==> config.mk <==
export PLATFORM = sky130hd
export DESIGN_NAME = jtag_shift_ctrl
export DESIGN_NICKNAME = d
export VERILOG_FILES = /design/src/rtl/jtag_shift_ctrl.sv
export SDC_FILE = /design/constraint.sdc
export NUM_CORES = 1
export LEC_CHECK = 0
export CAP_MARGIN = 5
export CELL_PAD_IN_SITES_DETAIL_PLACEMENT = 1
export CELL_PAD_IN_SITES_GLOBAL_PLACEMENT = 1
export CORE_UTILIZATION = 35
export CTS_CLUSTER_SIZE = 30
export DETAILED_ROUTE_END_ITERATION = 8
export GPL_TIMING_DRIVEN = 0
export PLACE_DENSITY_LB_ADDON = 0.1
export SYNTH_ARGS = -nofsm -noshare
export SYNTH_HDL_FRONTEND = slang
export SYNTH_SLANG_ARGS = --single-unit
export TNS_END_PERCENT = 10
==> constraint.sdc <==
create_clock -name clk -period 2.42 [get_ports clk]
set_clock_uncertainty 0.1 [all_clocks]
set_input_delay 0.605 -clock clk [delete_from_list [all_inputs] [get_ports clk]]
set_output_delay 0.605 -clock clk [all_outputs]
set_load 0.1 [all_outputs]
==> src/rtl/jtag_shift_ctrl.sv <==
// JTAG master: replays a TAP reset/idle sequence after reset, then runs IR scans,
// DR scans and TAP resets one command at a time, returning captured TDO bits.
module jtag_shift_ctrl #(
  parameter int CLK_DIV = 2
) (
  input  logic        clk,
  input  logic        rstb,
  input  logic        cmd_valid,
  output logic        cmd_ready,
  input  logic [1:0]  cmd_op,
  input  logic [4:0]  cmd_len,
  input  logic [31:0] cmd_data,
  output logic        rsp_valid,
  input  logic        rsp_ready,
  output logic [31:0] rsp_data,
  output logic        tgt_tck,
  output logic        tgt_tms,
  output logic        tgt_tdi,
  output logic        tgt_trstb,
  input  logic        tgt_tdo
);

  typedef enum logic [2:0] {INIT, IDLE, PRE, SHIFT, POST, RESP} state_t;

  localparam logic [1:0] OP_DR  = 2'b00;
  localparam logic [1:0] OP_IR  = 2'b01;
  localparam logic [1:0] OP_RST = 2'b10;
  localparam logic [8:0] CNT_MAX  = 9'(2 * CLK_DIV - 1);
  localparam logic [8:0] CNT_RISE = 9'(CLK_DIV - 1);

  state_t      state, nxt_state;
  logic [4:0]  pidx, nxt_pidx, last_idx;
  logic [8:0]  cnt;
  logic        launch, running, boundary, rise, accept;
  logic        nxt_tms, nxt_tdi;
  logic [1:0]  op_q;
  logic [4:0]  len_q;
  logic [31:0] data_q;

  assign cmd_ready = (state == IDLE);
  assign rsp_valid = (state == RESP);
  assign accept    = cmd_valid && cmd_ready;
  assign running   = (state == INIT) || (state == PRE) || (state == SHIFT) || (state == POST);
  // cnt counts clk cycles since the edge that opened the current TCK low phase
  assign boundary  = running && (cnt == CNT_MAX);
  assign rise      = running && (cnt == CNT_RISE);

  always_comb begin
    last_idx = 5'd0;
    case (state)
      INIT:    last_idx = 5'd5;
      PRE:     last_idx = (op_q == OP_IR) ? 5'd3 : ((op_q == OP_DR) ? 5'd2 : 5'd4);
      SHIFT:   last_idx = len_q;
      POST:    last_idx = (op_q == OP_RST) ? 5'd0 : 5'd1;
      default: last_idx = 5'd0;
    endcase
  end

  // launch marks a boundary that opens period 0 of the current state instead of advancing
  always_comb begin
    nxt_state = state;
    nxt_pidx  = pidx;
    if (accept) begin
      nxt_state = PRE;
      nxt_pidx  = 5'd0;
    end else if (rsp_valid && rsp_ready) begin
      nxt_state = IDLE;
    end else if (boundary && !launch) begin
      if (pidx == last_idx) begin
        nxt_pidx = 5'd0;
        case (state)
          INIT:    nxt_state = IDLE;
          PRE:     nxt_state = (op_q == OP_RST) ? POST : SHIFT;
          SHIFT:   nxt_state = POST;
          POST:    nxt_state = RESP;
          default: nxt_state = state;
        endcase
      end else begin
        nxt_pidx = pidx + 5'd1;
      end
    end
  end

  always_comb begin
    nxt_tms = 1'b0;
    nxt_tdi = 1'b0;
    case (nxt_state)
      INIT: nxt_tms = (nxt_pidx != 5'd5);
      PRE: begin
        if (op_q == OP_IR)      nxt_tms = (nxt_pidx < 5'd2);
        else if (op_q == OP_DR) nxt_tms = (nxt_pidx == 5'd0);
        else                    nxt_tms = 1'b1;
      end
      SHIFT: begin
        nxt_tms = (nxt_pidx == len_q);
        nxt_tdi = data_q[nxt_pidx];
      end
      POST:    nxt_tms = (op_q != OP_RST) && (nxt_pidx == 5'd0);
      default: nxt_tms = 1'b0;
    endcase
  end

  always_ff @(posedge clk) begin
    if (!rstb) begin
      state <= INIT;
      pidx  <= 5'd0;
    end else begin
      state <= nxt_state;
      pidx  <= nxt_pidx;
    end
  end

  always_ff @(posedge clk) begin
    if (!rstb) begin
      cnt       <= CNT_MAX;
      launch    <= 1'b1;
      tgt_tck   <= 1'b0;
      tgt_tms   <= 1'b1;
      tgt_tdi   <= 1'b0;
      tgt_trstb <= 1'b0;
      op_q      <= OP_DR;
      len_q     <= 5'd0;
      data_q    <= 32'd0;
      rsp_data  <= 32'd0;
    end else begin
      tgt_trstb <= 1'b1;
      if (accept) begin
        op_q     <= cmd_op[1] ? OP_RST : cmd_op;
        len_q    <= cmd_len;
        data_q   <= cmd_data;
        rsp_data <= 32'd0;
        cnt      <= CNT_MAX;
        launch   <= 1'b1;
      end
      if (boundary) begin
        cnt     <= 9'd0;
        launch  <= 1'b0;
        tgt_tck <= 1'b0;
        tgt_tms <= nxt_tms;
        tgt_tdi <= nxt_tdi;
      end else if (running) begin
        cnt <= cnt + 9'd1;
      end
      if (rise) begin
        tgt_tck <= 1'b1;
        if (state == SHIFT) rsp_data[pidx] <= tgt_tdo;
      end
    end
  end

endmodule

* After elaboration in Yosys (flattened, before gate mapping)
Cells that the tools add are included.
Storage, ports and cells: register bits after elaboration 93, input port bits 44, logic and storage cells 92, output and inout bits 38
Operators by class: multiplexer cells 36, $add $sub $neg 2, reductions and logical operators 20, eq/ne operators 16, order comparisons 4, bitwise gates (word level) 1
Operators with widths (count):
- two-way mux 32 bit | 4
- bitwise mux 32 bit | 1
- two-way mux 3 bit | 7
- two-way mux 5 bit | 4
- case mux 5 bit (4 select lines) | 1
- two-way mux 9 bit | 2
- equality test 3 x 2 -> 1 bit, second input constant | 4
- < comparator 5 x 6 -> 1 bit, second input constant | 2
- case mux 3 bit (4 select lines) | 1
- two-way mux 1 bit | 11
- equality test 5 bit | 2
- adder 9 x 1 -> 9 bit, second input constant | 1
- equality test 3 bit, second input constant | 3
- equality test 9 x 1 -> 1 bit, second input constant | 1
- equality test 9 x 2 -> 1 bit, second input constant | 1
- logical AND 1 bit | 7
- zero test 3 bit | 2
- nonzero test 2 bit | 3
- adder 5 x 1 -> 5 bit, second input constant | 1
- binary-select mux 1 bit (select 5 bit) | 1
- demux 1 bit (select 5 bit) | 1
- greater-or-equal comparator 5 x 1 -> 1 bit, second input constant | 1
- zero test 5 bit | 1
- < comparator 5 x 2 -> 1 bit, second input constant | 1
- other kinds (13) | 16

* Longest topological paths before layout
Gate-level depths: netlist of the first run.
depth in word-level cells 13, gate-level depth with buffers 11, depth with buffers taken out 10

* Worst setup path after synthesis of the first run
No wires, ideal clock.
path kind reg-to-reg, start register state[0], end register tgt_tdi, setup slack -2.272 ns, setup time 0.117 ns, buffers on the path 2, data required time 2.203 ns, arrival time 4.475 ns, stages on the path, launching flop included 10, clock period less this slack 4.692 ns, cells stage by stage dfxtp_1 buf_2 buf_2 nor3b_1 nand2_1 nand2_1 nor2_1 a221o_1 a311o_1 a32o_1
Between the ends: elaborated cells on any way between the ends 28, those cells by class eq/ne (7); mux (13); reduce/logical (8)
RTL lines:
- start: declaration | RTL line 31 | state_t state, nxt_state;
- start signal: assignment | RTL line 108 | state <= nxt_state;
- equality test 3 x 1 -> 1 bit (*) | RTL line 40 | assign cmd_ready = (state == IDLE);
- via cmd_ready | RTL line 9 | output logic cmd_ready,
- logical AND 1 bit (*) | RTL line 42 | assign accept = cmd_valid && cmd_ready;
- two-way mux 5 bit | RTL line 63 | if (accept) begin
- binary-select mux 1 bit (select 5 bit) | RTL line 96 | nxt_tdi = data_q[nxt_pidx];
- two-way mux 1 bit (implied by the code) | RTL line 96
- two-way mux 1 bit (*) | RTL line 87 | case (nxt_state)
- end signal: assignment | RTL line 140 | tgt_tdi <= nxt_tdi;
- end: declaration | RTL line 18 | output logic tgt_tdi,
The timed path passes the listed nets; every way through them passes the cells marked *. The select of a mux whose other input is x is not followed. A chain may end at the register's enable or synchronous reset.

* Worst setup path in the final report of the first run
start register state[1], end register tgt_tdi
Between the ends: cells in the longest elaborated chain, start to end 12, elaborated cells on any way between the ends 28, those cells by class eq/ne (7); mux (13); reduce/logical (8)
RTL lines:
- branches (longest 12 deep; another with case mux 5 bit (4 select lines))
Parallel ways; which one is timed is not known. The select of a mux whose other input is x is not followed.

==> impl_metrics.ini, run 1 <==
[run_status]
status = complete, but fails checks
violations = negative setup slack

[yosys]
synth_edf_count = 0
seq_area_frac_synth = 0.390
syn_inst = 628
ys.flop_type = dfxtp_1
ys_seq_elements = 93
yosysWarningCount = 0
synth_cell_types = 70
yosysTopAreaCellShare = 0.390
syn_nets = 678
synth_area_leaders = dfxtp_1 (39%), nand2_1 (11%), a21oi_1 (8.8%), nand3_1 (7.6%), nor2_1 (3.1%)
synth.largest_area_cell = dfxtp_1
syn_avg_cell_area_um2 = 7.59
postSynth.asyncResetShare = 0
synth_area_um2 = 4770

[job]
maxCapViolCount = 0

[die]
die_area_um2 = 14100
coreArea_um2 = 13200
die_x_um = 119
dieHeight_um = 119
num_rows = 42
ios = 82
initial_core_util = 0.360

[drt]
route.vias.total = 5157
vias_per_cell = 5.45
routedWlPerCell_um = 18.1
drtAntennaViolNets = 0
drtIter0Drc = 244
drt_wl_total_um = 17200
firstDrtPassIters = 4
drc = 0

[timing]
finalSetupViolCount = 4
hold_viol = 0
drv_slew = 0
tightestPinTransition_ns = 1.01
clock.fmax_mhz = 357
rsz0062_at_grt = yes
final.setup.worst_slack_ns = -0.378
fin_crit_ns = 2.80
post-route-period-util = 1.16
slew_headroom = 0.324
fin_hold_ws_ns = 0.361

[critical_path]
cp_max_fo = 6
critical_path_arrival_ns = 2.99
r2r-start = state[1]$_SDFF_PN0_
rr_worst_depth = 12
ff2ff_setup_slack_ns = -0.38
crit_slowest_cell = or3_1
startpoint_type = flop
critPathKind = reg -> reg
critPathMaxStageDelay_ns = 0.37
reg2reg_to = tgt_tdi$_SDFFE_PN0P_
crit_chain = buf_6 > mux2i_4 > buf_4 > buf_4 > buf_6 > nand4_4 > nor4_4 > xor2_4 > nand4_1 > or3_1 > a22oi_1 > a32o_1
crit_required_ns = 2.61
crit_start = state[1]$_SDFF_PN0_
crit_path_end_kind = flop

[worst_hold_path]
min_from = data_q[10]$_SDFFE_PN0P_
hp-class = reg -> reg
hold_end = data_q[10]$_SDFFE_PN0P_
whs_path_depth = 2

[clock_tree]
clock-sinks = 93
cts_inserted_buffers = 9
clkTransAtPathRegs_ns = 0.07
insertion_delay_ns = 0.35
cts_tree = done
htree_levels = 3
clk_path_buf_depth = 2
clock-root-buffer = clkbuf_16

[pwr]
power.leakage_nw = 2.43
power_density_nw_per_um2 = 539
vdd_ir_drop_max_v = 0.000254

[grt]
grt_usage = 0.242
grt_pass1_vias = 5136
grt_max_degree = 16
grt_antenna_before_repair = 0
grt.overflow.total = 0
grt_pass1_wl_um = 26800

[final_layout]
stdcell_count = 947
antenna_cells = 0
final_area_um2 = 6850
drive_above_1_share = 0.200
areaGrowthSynthToFinish_pct = 43.7
layout.nets = 817

[placed_design]
place_area_um2 = 5870
dp.cells = 885
gp_congestion = 0.831
io_buffers = 81
dpl.hpwl_um = 11600
where the power goes:
part           switching, mW  total, mW  internal (mW)  leakage [nW]
registers             0.0346       1.59           1.56         0.755
logic                  0.433      0.782          0.349          1.56
clock network          0.628       1.32          0.693         0.117
total                   1.10       3.69           2.60          2.43
Yosys cell counts (4+ instances only):
master,n
xnor2_1,5
nor2b_1,5
nor2_1,40
ha_1,6
o22ai_1,4
nor3_1,5
mux2_2,4
nand2_1,144
and2_1,4
o21a_1,4
buf_1,5
buf_2,4
o31ai_1,4
nand4_1,8
o21ai_0,7
nor3b_1,4
nor4_1,4
nand3_1,72
and3_1,4
dfxtp_1,93
a21oi_1,84
a31oi_1,4
mux2i_1,6
nand3b_1,4
a211oi_1,5
clkbuf_1,31
nand2b_1,5
cells by family (layout without fill, tap and decap cells):
| kind of cell | after synthesis | count (layout) | synth area share |
|---|---|---|---|
| compound gates | 141 | 141 | 0.182 |
| fa+ha+maj | 6 | 6 | 0.0157 |
| simple gates | 319 | 319 | 0.320 |
| mux | 11 | 11 | 0.0268 |
| buf+inv | 50 | 193 | 0.0472 |
| xor+xnor | 8 | 8 | 0.0186 |
| flops | 93 | 93 | 0.390 |
stage by stage:
| step | total power [mW] | TNS (ns) | utilization | setup slack [ns] |
|---|---|---|---|---|
| 6_report | 3.69 | -0.730 | 0.517 | -0.378 |
| 5_1_grt | 3.86 | -1.59 | 0.517 | -0.467 |
| 4_1_cts | 3.60 | -0.618 | 0.489 | -0.239 |
| 3_5_place_dp | 2.20 | -8.62 | 0.443 | -0.749 |
| 3_3_place_gp | 2.19 | -6.82 | 0.443 | -0.734 |
| 2_1_floorplan | 2.00 | -7.63 | - | -0.394 |
sequential cells by signal, summed over array words and instances (netlist names):
signal	count
len_q	5
launch	1
op_q	2
pidx	5
rsp_data	32
data_q	32
state	3
tgt_trstb	1
tgt_tck	1
cnt	9
tgt_tdi	1
tgt_tms	1
per-layer routing:
layer | wire length [um] | share of wire | global-route usage
met5 | 0 | 0 | 0
met1 | 7400 | 0.43 | 0.301
met4 | 474 | 0.028 | 0.104
met2 | 8520 | 0.50 | 0.415
met3 | 786 | 0.046 | 0.0328
final cells by class:
type                            count  area, um2
Buffer                             45        251
Clock buffer                       10        229
Clock inverter                      5       38.8
Fill cell                        1632       6390
Inverter                            5       20.0
Multi-Input combinational cell    485       3090
Sequential cell                    93       1880
Tap cell                          176        220
Timing Repair Buffer              128       1130
cell usage in the layout (no fill, tap or decap), types with 23 or more instances in the layout:
cell and n:
clkbuf_1 23, nand3_1 72, clkdlybuf4s50_1 43, buf_4 44, nor2_1 34, dfxtp_1 85
nand2_1 137, a21oi_1 82, dlygate4sd2_1 36
critical path: cells and delay by family (launching register included):
family | cells | cell delay [ns]
DFF | 1 | 0.34
muxes | 1 | 0.30
buffers and inverters | 4 | 0.49
xor gates and xnor gates | 1 | 0.29
and+or+nand+nor | 4 | 0.88
AOI/OAI and AO/OA | 2 | 0.35
how the worst max path moves through the flow:
stage          slack, ns                    to  depth (start not counted)
5_1_grt            -0.47  tgt_tdi$_SDFFE_PN0P_                         12
3_5_place_dp       -0.75  tgt_tdi$_SDFFE_PN0P_                         10
3_3_place_gp       -0.73  tgt_tdi$_SDFFE_PN0P_                         10
4_1_cts            -0.24  tgt_tdi$_SDFFE_PN0P_                         10
6_report           -0.38  tgt_tdi$_SDFFE_PN0P_                         12
2_1_floorplan      -0.39  tgt_tdi$_SDFFE_PN0P_                          9
what timing repair did:
| action | CTS | global route |
|---|---|---|
| hold buffers | 0 | 0 |
| setup buffers | 19 | 28 |
| resized for setup | 100 | 48 |
| cloned | 1 | 0 |
| endpoints found under the hold margin | 0 | 0 |
| setup endpoints to repair | 75 | 39 |
| pin swaps | 16 | 23 |
No activity file was read; power rests on OpenSTA's default activity.
==> run 2, diff against run 1 <==
- PLACE_DENSITY: not set -> 0.8
- PLACE_DENSITY_LB_ADDON: 0.1 -> not set
- SLEW_MARGIN: not set -> 20
==> impl_metrics.ini, run 2 (synthesis gave the netlist of run 1 again) <==
[drt]
route.vias.total = 5311
drt-met1-wl_um = 7590
top_layer = met4
routedWlPerCell_um = 19.7
drt_wl_total_um = 18500
wl_met3_um = 793
drc = 0
wl_met2_um = 9340
firstDrtPassIters = 6
drtIter0Drc = 372
drtAntennaViolNets = 0
vias_per_cell = 5.66

[die]
num_rows = 42
initial_core_util = 0.360
die_x_um = 119
dieHeight_um = 119
die_area_um2 = 14100
coreArea_um2 = 13200
ios = 82

[pwr]
power.leakage_nw = 2.43
power_density_nw_per_um2 = 582
switching_share = 0.294
p_sw_mw = 1.17
pwr-share-comb = 0.194
clkPwrFrac = 0.404
internal-power_mw = 2.80
vdd_ir_drop_max_v = 0.000285
power_mw = 3.96
power_frac_seq = 0.402

[timing]
final.setup.worst_slack_ns = -0.352
rsz0062_at_grt = yes
fin_hold_ws_ns = 0.359
clock.fmax_mhz = 361
slew_headroom = 0.335
finalSetupViolCount = 7
post-route-period-util = 1.15
drv_slew = 0
tightestPinTransition_ns = 0.996
hold_viol = 0
fin_crit_ns = 2.77

[critical_path]
crit_path_end_kind = flop
critical_path_arrival_ns = 2.97
cp_max_fo = 6
startpoint_type = flop
crit_required_ns = 2.62
critPathKind = reg -> reg

[placed_design]
gp_congestion = 0.910
dpl.hpwl_um = 11700
dp.cells = 885
io_buffers = 81
pre_cts_slack_ns = -0.771

[clock_tree]
insertion_delay_ns = 0.36
clock-root-buffer = clkbuf_16
cts_tree = done
htree_levels = 3
cts_inserted_buffers = 9
clock-sinks = 93
clk_path_buf_depth = 2
clkTransAtPathRegs_ns = 0.07

[job]
maxCapViolCount = 0

[final_layout]
drive_above_1_share = 0.183
final_cell_mix = nand2_1 (137), dfxtp_1 (87), a21oi_1 (80)
layout.nets = 808
top_regs = data_q (32), rsp_data (32), cnt (9)
antenna_cells = 0
stdcell_count = 939
layout_commonest_cell = nand2_1
areaGrowthSynthToFinish_pct = 42.8
final_util = 0.514

[grt]
grt_antenna_before_repair = 0
grt.overflow.total = 0
grt_usage = 0.251
grt_pass1_vias = 5446
grt_pass1_wl_um = 27700
grt_max_degree = 18

[run_status]
violations = negative setup slack
status = complete, but fails checks

[worst_hold_path]
hp-class = reg -> reg
## run 2: per-layer routing
metal | global-route usage | vias to the layer above
met5 | 0 | -
met4 | 0.128 | 0
met3 | 0.0367 | 65
met2 | 0.448 | 199
met1 | 0.290 | 2562
li1 | - | 2485
## run 2: stage by stage
step	instance area [um2]	TNS [ns]
6_report	6810	-0.840
5_1_grt	6810	-2.42
4_1_cts	6650	-0.597
3_5_place_dp	5870	-7.97
3_3_place_gp	5870	-5.73
2_1_floorplan	4840	-7.63
## run 2: timing repair
item,CTS,global route
endpoints found under the setup margin,73,37
pin swaps,19,14
gates cloned,0,0
setup buffers,26,12
gates resized for setup,113,25
hold buffers,0,0
## run 2: final timing paths
check	slack (ns)	start	cells after the start	end
min	0.36	data_q[18]$_SDFFE_PN0P_	2	data_q[18]$_SDFFE_PN0P_
max	-0.35	cnt[1]$_SDFFE_PN1P_	9	tgt_tdi$_SDFFE_PN0P_
max reg2reg	-0.35	cnt[1]$_SDFFE_PN1P_	9	tgt_tdi$_SDFFE_PN0P_
min reg2reg	0.36	data_q[18]$_SDFFE_PN0P_	2	data_q[18]$_SDFFE_PN0P_
## run 2: power by group through the flow
stage | Combinational (mW) | Sequential, mW | Clock, mW
floorplan | 0.321 | 1.68 | 0
global placement | 0.568 | 1.62 | 0
detailed placement | 0.583 | 1.62 | 0
CTS | 0.700 | 1.59 | 1.60
global route | 0.802 | 1.60 | 1.67
finish | 0.767 | 1.59 | 1.60
## run 2: layout make-up
class | count | area (um2)
plain buffers | 45 | 254
fillers | 1606 | 6430
repair buffers | 119 | 1060
clock buffers | 9 | 225
flip-flops and latches | 93 | 1870
inverters | 5 | 21.3
multi-input cells | 485 | 3050
clock inverters | 7 | 105
well taps | 176 | 220
## run 2: worst max-delay path, stage by stage, from the launching register on
cell	delay, ns
dfxtp_2	0.39
ha_4	0.19
nor2b_2	0.19
nand4_1	0.22
nor3_4	0.34
o2111a_2	0.32
mux2i_4	0.10
or3_1	0.44
a22oi_1	0.24
a32o_1	0.18
==> run 3, diff against run 2 <==
--- a/constraint.sdc
+++ b/constraint.sdc
@@ -3,3 +3,3 @@
 set_input_delay 0.605 -clock clk [delete_from_list [all_inputs] [get_ports clk]]
 set_output_delay 0.605 -clock clk [all_outputs]
-set_load 0.1 [all_outputs]
+set_load 0.01 [all_outputs]
==> impl_metrics.ini, run 3 (synthesis gave the netlist of run 1 again) <==
[timing]
rsz0062_at_grt = yes
clock.fmax_mhz = 364
hold_viol = 0
final.setup.worst_slack_ns = -0.330
tightestPinTransition_ns = 1.00
tns_ns = -0.603
slew_headroom = 0.329
post-route-period-util = 1.14
drv_slew = 0
fin_crit_ns = 2.75
finalSetupViolCount = 2

[grt]
grt_antenna_before_repair = 0
grt_max_degree = 15
grt_usage = 0.247
grt_pass1_wl_um = 27200
grt_pass1_vias = 5290
grt.overflow.total = 0

[die]
ios = 82
initial_core_util = 0.360
dieHeight_um = 119
coreArea_um2 = 13200
die_area_um2 = 14100
num_rows = 42
die_x_um = 119

[drt]
drtIter0Drc = 381
routedWlPerCell_um = 18.4
vias_per_cell = 5.67
drtAntennaViolNets = 0
firstDrtPassIters = 7
drc = 0
route.vias.total = 5232
drt_wl_total_um = 17000

[placed_design]
pre_cts_slack_ns = -0.614
io_buffers = 81
dpl.hpwl_um = 11800
gp_congestion = 0.933

[critical_path]
cp_max_fo = 7
crit_path_end_kind = flop
ff2ff_setup_slack_ns = -0.33
critPathKind = reg -> reg
crit_required_ns = 2.57
startpoint_type = flop
critical_path_arrival_ns = 2.90

[job]
maxCapViolCount = 0

[clock_tree]
htree_levels = 3
cts_tree = done
clock-root-buffer = clkbuf_16
clkTransAtPathRegs_ns = 0.07
insertion_delay_ns = 0.36
clock-sinks = 93
ctsHoldBuffers = 0
cts_inserted_buffers = 9
clk_path_buf_depth = 2

[worst_hold_path]
hp-class = reg -> reg

[pwr]
power.leakage_nw = 2.17
power_density_nw_per_um2 = 575
vdd_ir_drop_max_v = 0.000297

[final_layout]
areaGrowthSynthToFinish_pct = 36.8
layout.nets = 791
fillers = 1628
final_cell_mix = nand2_1 (141), dfxtp_1 (87), a21oi_1 (83)
layout_commonest_cell = nand2_1
multi_input_area_um2 = 2880
antenna_cells = 0
drive_above_1_share = 0.146
seqCellArea_um2 = 1870
final_util = 0.493
top_regs = data_q (32), rsp_data (32), cnt (9)

[run_status]
violations = negative setup slack
status = complete, but fails checks
## run 3: layout make-up
class                   count  share of cell area
repair buffers            102               0.150
flip-flops and latches     93               0.287
inverters                   5             0.00326
clock buffers              13              0.0368
plain buffers              45              0.0376
well taps                 176              0.0337
multi-input cells         485               0.441
clock inverters             3              0.0105
## run 3: layer usage
| metal | up-vias | wire, um | track usage |
|---|---|---|---|
| li1 | 2454 | - | - |
| met1 | 2515 | 7250 | 0.299 |
| met2 | 206 | 8170 | 0.419 |
| met3 | 57 | 931 | 0.0405 |
| met4 | 0 | 616 | 0.127 |
| met5 | - | 0 | 0 |
## run 3: worst max-delay path, cell delays in order (launching register included)
cell and delay [ns]:
dfxtp_2 0.32, buf_6 0.12, mux2i_4 0.28, nand4_1 0.14, buf_6 0.17, nor3_4 0.29, o2111a_2 0.31, mux2i_2 0.32
nor2b_1 0.13, and3_1 0.21, a32o_1 0.26
## run 3: per-stage QoR
step	area [um2]	power [mW]	std cells	hold slack, ns
floorplan	4790	1.95	628	0.336
global placement	5820	2.14	885	0.346
detailed placement	5820	2.15	885	0.352
CTS	6430	3.72	917	0.366
global route	6530	3.88	922	0.383
finish	6530	3.75	922	0.361
## run 3: power by group
| group | internal (mW) | switching, mW |
|---|---|---|
| registers | 1.56 | 0.0365 |
| logic | 0.278 | 0.349 |
| clock network | 0.912 | 0.618 |
## run 3: repair_timing
action,CTS,global route
pin swaps,10,6
buffers inserted,16,5
endpoints found under the setup margin,81,50
gates resized for setup,55,26
## run 3: worst paths after layout
kind                                  end  depth (start not counted)                    start
setup / recovery     tgt_tdi$_SDFFE_PN0P_                         10      state[1]$_SDFF_PN0_
hold / removal    data_q[10]$_SDFFE_PN0P_                          2  data_q[10]$_SDFFE_PN0P_
setup reg to reg     tgt_tdi$_SDFFE_PN0P_                         10      state[1]$_SDFF_PN0_
hold reg to reg   data_q[10]$_SDFFE_PN0P_                          2  data_q[10]$_SDFFE_PN0P_
==> patch 1: new RTL, flow settings as in run 2 <==
Reset style: asynchronous (`rstb`), changed in 2 clocked blocks.
--- a/src/rtl/jtag_shift_ctrl.sv
+++ b/src/rtl/jtag_shift_ctrl.sv
@@ -100,7 +100,7 @@
     endcase
   end
 
-  always_ff @(posedge clk) begin
+  always_ff @(posedge clk or negedge rstb) begin
     if (!rstb) begin
       state <= INIT;
       pidx  <= 5'd0;
@@ -110,7 +110,7 @@
     end
   end
 
-  always_ff @(posedge clk) begin
+  always_ff @(posedge clk or negedge rstb) begin
     if (!rstb) begin
       cnt       <= CNT_MAX;
       launch    <= 1'b1;
Function: differs if rstb is asserted again (counterexample within 4 cycles, from zero or initial values and one cycle with rstb low); with rstb held inactive, the same outputs for 10 cycles.
==> patch 1 against run 2 <==
- worst hold slack worse by 0.33 ns
- cell area is 6.9% higher
- critical path type unchanged
- setup slack got worse by 0.35 ns
- sequential cell count stayed put
- first-iteration DRC count decreased by 20%
- highest routed layer unchanged
- count of clock-buffer cells in the layout up 2
- area after synthesis grew 8.5%
- wire length shrank 2.8%
- the run still ends with negative setup slack left
- maximum frequency down 11%
- largest cell class unchanged
Power is not compared: it rests on default switching activity, and its combinational part moved more than twofold at a synthesized area within 25%.
==> patch 1: results (changes against run 2) <==
| Metric | Value |
|---|---|
| Top_reg_cell synth | dfrtp_1 |
| Syn nets | 676 (-0.29%) |
| Hold WC Path Type | input pin to asynchronous set/reset pin |
| Register area share after synthesis | 45.1% (+6.0 points) |
| Pre-CTS setup slack | -1.25 ns (-0.482 ns) |
| Worst skew pair latency | 0.36 ns (about the same) |
| Max Root-Sink Buffers | 2 (unchanged) |
| Initial antenna violation count | 0 (unchanged) |
| Lkg Pwr | 0.00348 uW |
| CTS Buf Count | 9 (unchanged) |
| Clock transition at the registers of the reported paths | 0.07 ns (about the same) |
| Slowest Stage Delay on Critical Path | 0.50 ns (+0.06 ns) |
| Share of cells above drive strength 1 | 20.6% (+2.2 points) |
| Wire length per cell | 19.0 um (-3.2%) |
| Maximum VDD drop | 0.000778 V |
| Slew @ Worst Pin | 0.969 ns (-0.0275 ns) |
| Initial drt markers | 296 (-20%) |
| Ant diodes | 0 (unchanged) |
| Hpwl dp | 12.0 mm (+2.3%) |
| Worst setup margin | -0.698 ns (-0.346 ns) |
| # port buffers | 81 (unchanged) |
| Status | finished, violations left |
| Critical path's slowest cell | or4_4 |
| Kind of cell adding the most delay to the critical path | simple AND/OR/NAND/NOR gates |
| Crit-path max FO | 8 (+2) |
| Vias in the first global route | 5594 (+2.7%) |
| Largest registers | data_q x32, rsp_data x32, cnt x9 |
| Setup-failing EPs final | 8 (+1) |
| Nets | 804 (-0.50%) |
| First-pass DRT Iterations | 5 (-1) |
| Cell variety after synth | 76 (+8.6%) |
| Reg2Reg Depth | 12 (+3) |
| Async SR Flop Fraction | 100% (+100 points) |
| Fill cell count | 1701 (+5.9%) |
| First-pass GRT wire length | 29.0 mm (+4.6%) |
| Synth top area cells | dfrtp_1 (43%), nand2_1 (14%), nand3_1 (7.5%) |
| Global placement routability congestion | 0.863 (-5.2%) |
| Total of warnings raised by yosys | 0 (unchanged) |
| CTS root buf | clkbuf_16 |
| Top cells by count, synth | nand2_1 (197), dfrtp_1 (89), nand3_1 (78), clkbuf_1 (29), nor2_1 (29) |
| Largest net degree at the start of global routing | 60 (+42) |
| Failing checks | negative setup slack |
| Vias per Instance | 5.52 (-2.5%) |
| H-Tree Level Count | 3 (unchanged) |
| GRT Overall Usage | 24.9% (-0.20 points) |
| Crit path DAT | 3.27 ns (+0.30 ns) |
## patch 1: final timing paths
| kind | slack [ns] | start | endpoint |
|---|---|---|---|
| setup reg to reg | -0.70 | state[1] | tgt_tdi |
| hold / removal | 0.03 | rstb | cnt[3] |
| setup / recovery | -0.70 | state[1] | tgt_tdi |
| max in group asynchronous | 1.57 | rstb | data_q[21] |
| hold reg to reg | 0.38 | data_q[24] | data_q[24] |
| min in group clk | 0.38 | data_q[24] | data_q[24] |
## patch 1: metal layers
layer / up-vias / track usage (%) / share of wire [%]
li1: 2400 / - / -
met1: 2617 / 29.4 / 41
met2: 148 / 44.5 / 51
met3: 37 / 4.58 / 4.5
met4: 0 / 9.79 / 3.0
met5: - / 0 / 0
## patch 1: area by class of cell
cell class,count,share of cell area [%]
Timing Repair Buffer,121,15.5
Buffer,39,4.17
Multi-Input combinational cell,480,39.9
Inverter,10,0.721
Tap cell,184,3.16
Clock inverter,5,1.12
Clock buffer,11,3.47
Sequential cell,93,32.0
## patch 1: cells by family after synthesis
group,synth area share (%)
AO/OA/AOI/OAI,11.1
XOR/XNOR,2.01
adder cells (fa/ha/maj),1.45
buffers and inverters,4.81
flip-flops,45.1
multiplexers,1.23
other,0.0725
AND/OR/NAND/NOR,34.2
## patch 1: what timing repair did
action | in CTS | in global routing
pin swaps | 29 | 16
gates resized for setup | 127 | 36
setup endpoints to repair | 128 | 71
setup buffers | 35 | 7
gates cloned | 1 | 0
## patch 1: report_power, final
part | internal (uW) | switching (uW) | leakage, uW
Clock | 964 | 626 | 0.000162
Combinational | 1790 | 2810 | 0.00210
Sequential | 2050 | 428 | 0.00121
## patch 1: through the flow
step | setup TNS, ns | area, um2 | total power [uW] | std cells | utilization [%]
floorplan | -22.56 | 5230 | 5080 | 626 | -
global placement | -304.52 | 6270 | 5980 | 891 | 43.3
detailed placement | -54.51 | 6300 | 6160 | 892 | 43.5
CTS | -1.79 | 7150 | 8360 | 938 | 49.4
global route | -3.83 | 7280 | 9140 | 943 | 50.3
finish | -1.76 | 7280 | 8670 | 943 | 50.3
## patch 1: worst reg2reg max path, stage by stage (launching register included)
cell and delay [ns]:
dfrtp_1 0.41, buf_6 0.15, buf_4 0.12, nand2b_4 0.05, or4_4 0.50, nand4_4 0.15
a2111oi_4 0.07, buf_4 0.18, or4_4 0.43, buf_8 0.17, o32ai_1 0.34, a32oi_2 0.10
a32o_1 0.23
==> patch 2: new RTL, settings of run 2 <==
Made on the original files. The 6 states of `state_t` get a one-hot encoding in 6 bits.
--- a/src/rtl/jtag_shift_ctrl.sv
+++ b/src/rtl/jtag_shift_ctrl.sv
@@ -20,7 +20,7 @@
   input  logic        tgt_tdo
 );
 
-  typedef enum logic [2:0] {INIT, IDLE, PRE, SHIFT, POST, RESP} state_t;
+  typedef enum logic [5:0] {INIT = 6'b000001, IDLE = 6'b000010, PRE = 6'b000100, SHIFT = 6'b001000, POST = 6'b010000, RESP = 6'b100000} state_t;
 
   localparam logic [1:0] OP_DR  = 2'b00;
   localparam logic [1:0] OP_IR  = 2'b01;
Behaviour: no difference found for any inputs over 10 cycles, from zero or initial values and one cycle with rstb low; not proved beyond that.
==> patch 2 against run 2 <==
- the flow still finishes with violations (negative setup slack)
- cell area up 6.9%
- area after synthesis up 6.4%
- critical path type unchanged
- count of clock-buffer cells in the layout up 2
- clock power is 8% lower
- wire length shrank 3.4%
- setup slack lost 0.60 ns
- sequential cell count up 3
- total power decreased by 6.2%
- largest cell class unchanged
==> patch 2: results (changes against run 2) <==
| Metric | Value |
|---|---|
| Lkg Pwr | 0.00276 uW (+14%) |
| Critical path's slowest cell | a311o_4 |
| Failing checks | negative setup slack |
| Slew @ Worst Pin | 0.980 ns (-0.0159 ns) |
| Vias per Instance | 5.49 (-2.9%) |
| Kind of cell adding the most delay to the critical path | compound AO/OA/AOI/OAI gates |
| Area of the multi-input gates | 3200 um2 (+5.0%) |
| Critical Path Sink | tgt_tdi |
| RR Startpoint | state[1] |
| Syn nets | 695 (+2.5%) |
| Cell variety after synth | 63 (-10%) |
| Wire length per cell | 18.4 um (-6.6%) |
| GRT Overall Usage | 23.7% (-1.4 points) |
| Post_cts resized | 132 (+17%) |
| ClkCell Share | 4.05% (-0.80 points) |
| P_comb | 618 uW (-19%) |
| Share of cells above drive strength 1 | 21.1% (+2.8 points) |
| Setup-failing EPs final | 55 (+48) |
| Flip-flop and latch area | 1930 um2 (+3.1%) |
| Status | finished, violations left |
| First-pass DRT Iterations | 5 (-1) |
| Crit path DAT | 3.55 ns (+0.58 ns) |
| Hpwl dp | 11.7 mm (+0.36%) |
| Mapped Cells | 645 (+2.7%) |
| Sw Ratio | 26.9% (-2.6 points) |
| Largest net degree at the start of global routing | 15 (-3) |
| Worst setup margin | -0.951 ns (-0.599 ns) |
| Register area share after synthesis | 37.9% (-1.2 points) |
| Pre-CTS setup slack | -1.30 ns (-0.531 ns) |
| Clock transition at the registers of the reported paths | 0.06 ns |
| Hold WS | 0.364 ns (+0.00521 ns) |
| First-pass GRT wire length | 27.5 mm (-0.79%) |
| Fin area | 7290 um2 (+6.9%) |
| Maximum VDD drop | 0.000254 V (-11%) |
| Comb_multi_in | 479 (-1.2%) |
| FF+latch count | 96 (+3.2%) |
| Sequential Power Share | 44.0% (+3.8 points) |
| Area post-placement | 6140 um2 (+4.5%) |
| Initial drt markers | 268 (-28%) |
| Data buffer area share | 21.5% (+2.2 points) |
| Global placement routability congestion | 0.911 (about the same) |
| Nets | 838 (+3.7%) |
| Clock buffers | 11 (+2) |
| Crit-path max FO | 8 (+2) |
| Setup_tns | -19.63 ns (-18.79 ns) |
| Final WL | 17.8 mm (-3.4%) |
| Synth top area cells | dfxtp_1 (38%), a21boi_0 (11%), nand2_1 (10%) |
| Worst Hold End | data_q[16] |
| Die area | 15000 um2 (+6.3%) |
| Placed cell count | 906 (+2.4%) |
| Reg2Reg Depth | 13 (+4) |
| Vias in the first global route | 5532 (+1.6%) |
| P per Cell Area | 510 nW/um2 (-12%) |
| Top cells by count, synth | nand2_1 (137), dfxtp_1 (96), nand3_1 (80), a21boi_0 (73), clkbuf_1 (33) |
| Post-CTS Setup Bufs | 32 (+23%) |
| Hold wc startpoint | data_q[16] |
==> patch 2: changes by cell type after synthesis, moves of 4 or more <==
| cell | delta |
|---|---|
| a211oi_1 | -4 |
| a21boi_0 | +71 |
| a21oi_1 | -73 |
| a222oi_1 | +4 |
| and2_1 | +11 |
| and3_1 | +5 |
| inv_1 | +14 |
| nand2_1 | -7 |
| nand3_1 | +8 |
| nand4_1 | -8 |
| nor2_1 | -17 |
| nor3_1 | +5 |
| o21ai_0 | +9 |
==> patch 2: kinds of logic after synthesis <==
family / synth area share, %
fa+ha+maj: 1.48
flops: 37.9
compound gates: 20.6
xor+xnor: 1.87
mux: 2.34
buf+inv: 5.87
simple gates: 29.9
==> patch 2: metal layers <==
metal / global-route usage (%) / share of wire, % / up-vias
met5: 0 / 0 / -
met2: 43.3 / 53 / 122
met4: 11.6 / 2.6 / 0
met1: 26.8 / 42 / 2645
li1: - / - / 2530
met3: 3.39 / 3.1 / 34
